===== config.mk =====
export PLATFORM = sky130hd
export DESIGN_NAME = fft_peak_rx_flat
export DESIGN_NICKNAME = d
export VERILOG_FILES = /design/src/rtl/fft_peak_rx_pkg.sv /design/src/rtl/fft_peak_rx_if.sv /design/src/rtl/fft_peak_rx_mag_sq.sv /design/src/rtl/fft_peak_rx.sv /design/src/flat_wrapper.sv
export SDC_FILE = /design/constraint.sdc
export NUM_CORES = 2
export LEC_CHECK = 0
export BUFFER_PORTS_ARGS = -buffer_cell sky130_fd_sc_hd__buf_2
export CAP_MARGIN = 0
export CORE_ASPECT_RATIO = 0.9
export CORE_UTILIZATION = 45
export CTS_CLUSTER_DIAMETER = 40
export CTS_CLUSTER_SIZE = 10
export DETAILED_ROUTE_END_ITERATION = 12
export PLACE_DENSITY = 0.71
export SLEW_MARGIN = 20
export SYNTH_ARGS = -nofsm -noshare
export SYNTH_HDL_FRONTEND = slang
export SYNTH_SLANG_ARGS = --single-unit

===== constraint.sdc =====
create_clock -name clk_cntr -period 11.3 [get_ports clk_cntr]
set_clock_uncertainty 0.05 [all_clocks]
set_input_delay 1.13 -clock clk_cntr [delete_from_list [all_inputs] [get_ports clk_cntr]]
set_output_delay 1.13 -clock clk_cntr [all_outputs]
set_load 0.005 [all_outputs]

===== src/rtl/fft_peak_rx_pkg.sv =====
// fft_rx_pkg: shared constants and types for the FFT peak receiver.
//   WIDTH_DEF  : default log2 of frame length
//   DATA_W_DEF : default bits per signed I/Q component
//   N_DEF      : default frame length in bins
//   MAG_W_DEF  : default magnitude width (re^2 + im^2 never overflows)
//   peak_state_t : compare-stage FSM states
package fft_rx_pkg;

  localparam int WIDTH_DEF  = 14;
  localparam int DATA_W_DEF = 16;
  localparam int N_DEF      = 1 << WIDTH_DEF;
  localparam int MAG_W_DEF  = 2 * DATA_W_DEF + 1;

  // EMPTY: no frame in progress, ACC: accumulating the running maximum
  typedef enum logic {
    EMPTY = 1'b0,
    ACC   = 1'b1
  } peak_state_t;

endpackage


===== src/rtl/fft_peak_rx_if.sv =====
// fft_peak_rx_if: AXI-Stream style FFT output beat bus.
//   tdata  : {im, re}, each data_w bits two's complement
//   tvalid : beat valid (master -> slave)
//   tlast  : upstream end-of-frame marker (master -> slave)
//   tready : beat accept (slave -> master); transfer on tvalid & tready
interface fft_peak_rx_if
  import fft_rx_pkg::*;
#(
  parameter int data_w = DATA_W_DEF
) ();

  logic [2*data_w-1:0] tdata;
  logic                tvalid;
  logic                tlast;
  logic                tready;

  modport master (output tdata, output tvalid, output tlast, input tready);
  modport slave  (input tdata, input tvalid, input tlast, output tready);

endinterface


===== src/rtl/fft_peak_rx_mag_sq.sv =====
// fft_mag_sq: two-stage squared-magnitude pipeline.
//   Stage 1 registers re*re and im*im, stage 2 registers their sum.
//   A sideband vector and valid flag travel alongside the data.
// Ports:
//   i_clk, i_rst    : clock, asynchronous active-high reset
//   i_valid, i_sb   : input beat valid and sideband
//   i_re, i_im      : signed components
//   o_valid, o_sb   : pipelined valid and sideband (2 cycles later)
//   o_mag           : unsigned re^2 + im^2, full precision
module fft_mag_sq
  import fft_rx_pkg::*;
#(
  parameter int data_w = DATA_W_DEF,
  parameter int sb_w   = 1
) (
  input  logic              i_clk,
  input  logic              i_rst,
  input  logic              i_valid,
  input  logic [data_w-1:0] i_re,
  input  logic [data_w-1:0] i_im,
  input  logic [sb_w-1:0]   i_sb,
  output logic              o_valid,
  output logic [2*data_w:0] o_mag,
  output logic [sb_w-1:0]   o_sb
);

  // Sign-extend to product width so the square is computed exactly;
  // the square of a data_w-bit signed value always fits 2*data_w unsigned bits.
  logic signed [2*data_w-1:0] w_re_ext;
  logic signed [2*data_w-1:0] w_im_ext;
  assign w_re_ext = {{data_w{i_re[data_w-1]}}, i_re};
  assign w_im_ext = {{data_w{i_im[data_w-1]}}, i_im};

  logic                r_s1_valid;
  logic [2*data_w-1:0] r_re_sq;
  logic [2*data_w-1:0] r_im_sq;
  logic [sb_w-1:0]     r_s1_sb;
  logic                r_s2_valid;
  logic [2*data_w:0]   r_mag;
  logic [sb_w-1:0]     r_s2_sb;

  always_ff @(posedge i_clk or posedge i_rst) begin
    if (i_rst) begin
      r_s1_valid <= 1'b0;
      r_re_sq    <= '0;
      r_im_sq    <= '0;
      r_s1_sb    <= '0;
      r_s2_valid <= 1'b0;
      r_mag      <= '0;
      r_s2_sb    <= '0;
    end else begin
      r_s1_valid <= i_valid;
      if (i_valid) begin
        r_re_sq <= w_re_ext * w_re_ext;
        r_im_sq <= w_im_ext * w_im_ext;
        r_s1_sb <= i_sb;
      end
      r_s2_valid <= r_s1_valid;
      if (r_s1_valid) begin
        r_mag   <= {1'b0, r_re_sq} + {1'b0, r_im_sq};
        r_s2_sb <= r_s1_sb;
      end
    end
  end

  assign o_valid = r_s2_valid;
  assign o_mag   = r_mag;
  assign o_sb    = r_s2_sb;

endmodule


===== src/rtl/fft_peak_rx.sv =====
// fft_peak_rx: finds the strongest bin of each FFT frame.
//   Beats are tagged with a bin index, squared-magnitude is pipelined, and a
//   compare stage tracks the per-frame maximum (lowest bin wins ties).
//   A frame closes on bin N-1 or tlast; the result appears 3 cycles after
//   the closing beat is accepted.
// Ports:
//   clk_cntr, rst_cntr : clock, asynchronous active-high reset
//   s_axis             : beat input bus (slave side)
//   hold               : backpressure request, reflected on tready a cycle later
//   peak_valid         : one-cycle result pulse
//   peak_bin, peak_mag : result, held between pulses
//   err_tlast_early    : tlast seen before bin N-1 (with peak_valid)
//   err_tlast_missing  : bin N-1 without tlast (with peak_valid)
//   frame_cnt          : closed-frame counter, wraps
module fft_peak_rx
  import fft_rx_pkg::*;
#(
  parameter int width  = WIDTH_DEF,
  parameter int data_w = DATA_W_DEF
) (
  input  logic               clk_cntr,
  input  logic               rst_cntr,
  fft_peak_rx_if.slave       s_axis,
  input  logic               hold,
  output logic               peak_valid,
  output logic [width-1:0]   peak_bin,
  output logic [2*data_w:0]  peak_mag,
  output logic               err_tlast_early,
  output logic               err_tlast_missing,
  output logic [15:0]        frame_cnt
);

  // sideband layout: {bin, first, close, early, missing}
  localparam int SB_W = width + 4;
  localparam logic [width-1:0] LAST_BIN = '1;

  // ---------------- input / bin-tagging stage ----------------
  logic              r_tready;
  logic [width-1:0]  r_bin;
  logic              r_in_valid;
  logic [data_w-1:0] r_in_re;
  logic [data_w-1:0] r_in_im;
  logic [SB_W-1:0]   r_in_sb;

  logic w_accept;
  logic w_last_bin;
  logic w_close;
  assign w_accept   = s_axis.tvalid & r_tready;
  assign w_last_bin = (r_bin == LAST_BIN);
  assign w_close    = w_last_bin | s_axis.tlast;

  assign s_axis.tready = r_tready;

  always_ff @(posedge clk_cntr or posedge rst_cntr) begin
    if (rst_cntr) begin
      r_tready   <= 1'b0;
      r_bin      <= '0;
      r_in_valid <= 1'b0;
      r_in_re    <= '0;
      r_in_im    <= '0;
      r_in_sb    <= '0;
    end else begin
      r_tready   <= ~hold;
      r_in_valid <= w_accept;
      if (w_accept) begin
        r_in_re <= s_axis.tdata[data_w-1:0];
        r_in_im <= s_axis.tdata[2*data_w-1:data_w];
        r_in_sb <= {r_bin, (r_bin == '0), w_close,
                    s_axis.tlast & ~w_last_bin, w_last_bin & ~s_axis.tlast};
        // closing beat rewinds so a back-to-back frame starts at bin 0
        r_bin   <= w_close ? '0 : r_bin + width'(1);
      end
    end
  end

  // ---------------- magnitude pipeline ----------------
  logic              w_mag_valid;
  logic [2*data_w:0] w_mag;
  logic [SB_W-1:0]   w_mag_sb;

  fft_mag_sq #(
    .data_w (data_w),
    .sb_w   (SB_W)
  ) u_mag_sq (
    .i_clk   (clk_cntr),
    .i_rst   (rst_cntr),
    .i_valid (r_in_valid),
    .i_re    (r_in_re),
    .i_im    (r_in_im),
    .i_sb    (r_in_sb),
    .o_valid (w_mag_valid),
    .o_mag   (w_mag),
    .o_sb    (w_mag_sb)
  );

  logic [width-1:0] w_p_bin;
  logic             w_p_first;
  logic             w_p_close;
  logic             w_p_early;
  logic             w_p_missing;
  assign {w_p_bin, w_p_first, w_p_close, w_p_early, w_p_missing} = w_mag_sb;

  // ---------------- compare stage ----------------
  peak_state_t       r_state;
  logic [width-1:0]  r_acc_bin;
  logic [2*data_w:0] r_acc_mag;
  logic              r_peak_valid;
  logic [width-1:0]  r_peak_bin;
  logic [2*data_w:0] r_peak_mag;
  logic              r_err_early;
  logic              r_err_missing;
  logic [15:0]       r_frame_cnt;

  // First beat of a frame loads unconditionally; later beats must be
  // strictly greater, so ties keep the earlier (lower) bin.
  logic              w_take;
  logic [width-1:0]  w_best_bin;
  logic [2*data_w:0] w_best_mag;
  assign w_take     = (r_state == EMPTY) || w_p_first || (w_mag > r_acc_mag);
  assign w_best_bin = w_take ? w_p_bin : r_acc_bin;
  assign w_best_mag = w_take ? w_mag : r_acc_mag;

  always_ff @(posedge clk_cntr or posedge rst_cntr) begin
    if (rst_cntr) begin
      r_state       <= EMPTY;
      r_acc_bin     <= '0;
      r_acc_mag     <= '0;
      r_peak_valid  <= 1'b0;
      r_peak_bin    <= '0;
      r_peak_mag    <= '0;
      r_err_early   <= 1'b0;
      r_err_missing <= 1'b0;
      r_frame_cnt   <= '0;
    end else begin
      r_peak_valid  <= 1'b0;
      r_err_early   <= 1'b0;
      r_err_missing <= 1'b0;
      if (w_mag_valid) begin
        if (w_p_close) begin
          r_peak_valid  <= 1'b1;
          r_peak_bin    <= w_best_bin;
          r_peak_mag    <= w_best_mag;
          r_err_early   <= w_p_early;
          r_err_missing <= w_p_missing;
          r_frame_cnt   <= r_frame_cnt + 16'd1;
          r_state       <= EMPTY;
        end else begin
          r_acc_bin <= w_best_bin;
          r_acc_mag <= w_best_mag;
          r_state   <= ACC;
        end
      end
    end
  end

  assign peak_valid        = r_peak_valid;
  assign peak_bin          = r_peak_bin;
  assign peak_mag          = r_peak_mag;
  assign err_tlast_early   = r_err_early;
  assign err_tlast_missing = r_err_missing;
  assign frame_cnt         = r_frame_cnt;

endmodule


===== src/flat_wrapper.sv =====
// flat-port wrapper written by rule: the top's interface ports become plain ports
module fft_peak_rx_flat import fft_rx_pkg::*;
#(
  parameter int width  = WIDTH_DEF,
  parameter int data_w = DATA_W_DEF
)
  (clk_cntr, rst_cntr, hold, peak_valid, peak_bin, peak_mag, err_tlast_early, err_tlast_missing, frame_cnt, s_axis_tdata, s_axis_tvalid, s_axis_tlast, s_axis_tready);
  fft_peak_rx_if #(.data_w(data_w)) s_axis_i ();
  input  logic clk_cntr;
  input  logic rst_cntr;
  input  logic hold;
  output logic peak_valid;
  output logic [width-1:0] peak_bin;
  output logic [2*data_w:0] peak_mag;
  output logic err_tlast_early;
  output logic err_tlast_missing;
  output logic [15:0] frame_cnt;
  input wire logic [$bits(s_axis_i.tdata)-1:0] s_axis_tdata;
  input wire logic [$bits(s_axis_i.tvalid)-1:0] s_axis_tvalid;
  input wire logic [$bits(s_axis_i.tlast)-1:0] s_axis_tlast;
  output wire logic [$bits(s_axis_i.tready)-1:0] s_axis_tready;
  assign s_axis_i.tdata = s_axis_tdata;
  assign s_axis_i.tvalid = s_axis_tvalid;
  assign s_axis_i.tlast = s_axis_tlast;
  assign s_axis_tready = s_axis_i.tready;
  fft_peak_rx #(.width(width), .data_w(data_w)) u_core (.clk_cntr(clk_cntr), .rst_cntr(rst_cntr), .s_axis(s_axis_i), .hold(hold), .peak_valid(peak_valid), .peak_bin(peak_bin), .peak_mag(peak_mag), .err_tlast_early(err_tlast_early), .err_tlast_missing(err_tlast_missing), .frame_cnt(frame_cnt));
endmodule

==> metrics <==
status=finished, final reports clean; worst path cell trace=clkinv_1, nor2_1, fa_1, fa_1, fa_1, fa_1, fa_1, inv_1, fa_1, inv_1, ha_1, nand2_1, nand2b_1, a21o_1, a21oi_1, o21ai_0, nor3_1, o21ai_0, or4b_2, nand3_1; Crit path top cell by count=fa_1; CTS tree=yes; Worst Hold Path EP=u_core.r_in_sb[7]; ys flop type=dfrtp_1; Worst EP required=11.75 ns; commonest cells after routing, fill and taps aside=inv_1 (701), fa_1 (467), nand2_1 (328); Rows=93; FF-to-FF path depth=20; Core ar.=a little over 70000 µm²; 1st-pass router iterations=7; hold depth=2; total global routing overflow=0; Final GP Congestion=0.8899; Vias=approximately 23000; Final Util=between 40 and 50%; YS warnings=0; port buffer count=just over 100; post-synthesis async set-or-reset flop share=100.0%; TNS Setup=0 ns; Post-synth EDFFs=0; Net Count, Synth=between 4000 and 5000; Post-Syn Area=32550 µm²; Die Height=257.2 µm; hold_buf cts=0; DP Area=33890 µm²; synthesis-to-layout area growth=9.766%; crit path launch type=flop; reg-to-reg endpoint=u_core.u_mag_sq.r_im_sq[31]; final period demand of the worst path=just under 8 ns; crit path kind=flop to flop; initial core utilization=45.49%; normalized max-slew margin=between 20% and 30%; Antenna Nets Post-Route=0; Clk pin slew, worst setup/hold paths=0.05 ns; Post CTS Setup Buffer Count=0; R2R Path Start=u_core.r_in_im[15]; post_cts resized=0; clk sinks=about 310; most crowded layer after global routing=met2; slowest CP cell=fa_1; distinct cell type count after synthesis=66; crit path DAT=just over 8 ns; Mean Syn Cell Area=about 9.8 µm²; max-cap violations=0; vias in the first global route=between 20000 and 25000; Bufs on Longest Clock Path=3; H-tree levels=2; grt met2 use=33.02%; clock latency on the worst-skew pair=roughly 0.63 ns; sequential area share after synthesis=24.06%; io pins=~100; reg2reg setup slack=around 3.5 ns; HPWL after detailed placement=53080 µm; met1 usage=between 20 and 30%; pins over their slew limit=0; fin area=roughly 36000 µm²; Setup-failing EPs final=0; Hold WS=about 0.42 ns; total CTS buffers=53; RSZ-0062 raised after global routing=no; drc violations=0; most common cell after layout, fill and taps aside=inv_1; largest net degree at the start of global routing=95; worst-path maximum fanout=18; hold_sp=u_core.r_in_sb[7]; Fin. Hold Viols=0; met3 GRT Util=around 2.7%; fmax=between 100 and 150 MHz; Antenna diodes=0; Hold Path Class=flop to flop; initial antenna violation count=1; multi-input logic area=~22000 µm²; final period utilization=69.25%; first-pass GRT wire length=roughly 120000 µm; drt wl/cell=~16 µm; CP bufs+invs=3; number of vias per cell=5.178; peak per-stage delay on the critical path=~0.91 ns; total die area=73420 µm²; Register Area=~8000 µm²; fin nets=4118; layout cells sized above 1=a little over a tenth; Tot GR Track Use=approximately a fifth; Worst Tran Pin Value=about 1.1 ns; Clk Tree Root Cell=clkbuf_16; CP delay by family, top=adder cells; Total Routed Length=about 70000 µm; Die Wd=~290 µm; #FFs+latches synth=~310; fillers=between 6000 and 7000; first-iteration detailed-routing DRC count=1294; post-synthesis cell count=around 3300; Crit. End Element=flop
## kinds of logic (layout without fill, tap and decap cells)
kind of cell             Yosys count  in the layout  synth area share [%]
buffers and inverters            829            913                 9.659
AND/OR/NAND/NOR                  832            832                 12.23
XOR/XNOR                         129            129                 3.471
multiplexers                     171            171                 5.896
flip-flops                       313            313                 24.06
adder cells (fa/ha/maj)          715            715                 38.25
AO/OA/AOI/OAI                    330            330                 6.430
## metal layers
| metal | vias up | part of all wire (%) |
|---|---|---|
| met5 | - | 0.016 |
| met4 | 2 | 3.0 |
| met3 | 115 | 4.8 |
| met2 | 496 | 48 |
| met1 | 11350 | 44 |
| li1 | 10580 | - |
## synthesized netlist by cell type, types with 14 or more instances
cell type | count | share of area (%)
inv_1 | 703 | 8.1
fa_1 | 467 | 29
nand2_1 | 330 | 3.8
dfrtp_1 | 313 | 24
ha_1 | 248 | 9.5
mux2_2 | 137 | 4.7
nor2_1 | 123 | 1.4
nand3_1 | 114 | 1.8
a21oi_1 | 110 | 1.7
clkbuf_1 | 107 | 1.2
xnor2_1 | 106 | 2.9
and2_1 | 70 | 1.3
o21ai_0 | 64 | 0.98
nor3_1 | 55 | 0.85
a21o_1 | 38 | 0.88
nand4b_1 | 32 | 0.86
mux2_1 | 29 | 1.0
o211ai_1 | 23 | 0.53
xor2_1 | 23 | 0.62
nor2b_1 | 22 | 0.42
nand4_1 | 20 | 0.38
and3_1 | 16 | 0.31
nand2b_1 | 16 | 0.31
a31o_2 | 14 | 0.38
o21a_1 | 14 | 0.32
## registers in the layout, summed over array words and instances (netlist names)
signal / count
u_core.peak_mag: 33
u_core.r_acc_mag: 33
u_core.u_mag_sq.o_mag: 33
u_core.u_mag_sq.r_im_sq: 31
u_core.u_mag_sq.r_re_sq: 31
u_core.r_in_sb: 18
u_core.u_mag_sq.o_sb: 18
u_core.u_mag_sq.r_s1_sb: 18
u_core.frame_cnt: 16
u_core.r_in_im: 16
u_core.r_in_re: 16
u_core.peak_bin: 14
u_core.r_acc_bin: 14
u_core.r_bin: 14
u_core.err_tlast_early: 1
u_core.err_tlast_missing: 1
u_core.peak_valid: 1
u_core.r_in_valid: 1
u_core.r_state: 1
u_core.s_axis.tready: 1
u_core.u_mag_sq.o_valid: 1
u_core.u_mag_sq.r_s1_valid: 1
## worst max-delay path by stage
stage                            start                          end  slack [ns]  cells past startpoint
detailed placement  u_core.r_in_im[15]  u_core.u_mag_sq.r_im_sq[31]        3.62                     20
finish              u_core.r_in_im[15]  u_core.u_mag_sq.r_im_sq[31]        3.48                     20
global route        u_core.r_in_im[15]  u_core.u_mag_sq.r_im_sq[31]        2.96                     20
CTS                 u_core.r_in_im[15]  u_core.u_mag_sq.r_im_sq[31]        3.52                     20
global placement    u_core.r_in_im[15]  u_core.u_mag_sq.r_im_sq[31]        3.83                     20
floorplan                     rst_cntr       u_core.err_tlast_early        1.46                      1
## area by class of cell
class | count | area share, %
clock inverter | 32 | 1.268
timing repair buffer | 115 | 1.695
clock buffer | 60 | 3.897
inverter | 706 | 7.437
multi-input combinational | 2177 | 60.44
tap | 950 | 3.326
sequential | 313 | 21.93
## worst register-to-register path: cells and delay by family (launching register included)
kind                       cells  cell delay (ns)
and+or+nand+nor                6             1.60
buffers and inverters          3             0.73
AOI/OAI and AO/OA              4             0.72
DFF                            1             0.73
adders and majority gates      7             3.86
## through the flow
step                std cells  setup WS [ns]
floorplan                3319          1.462
global placement         4261          3.833
detailed placement       4261          3.621
CTS                      4353          3.518
global route             4353          2.960
finish                   4353          3.475
Power is not shown: default switching activity piles up to over one toggle a cycle in this logic, so the estimate is an artifact.
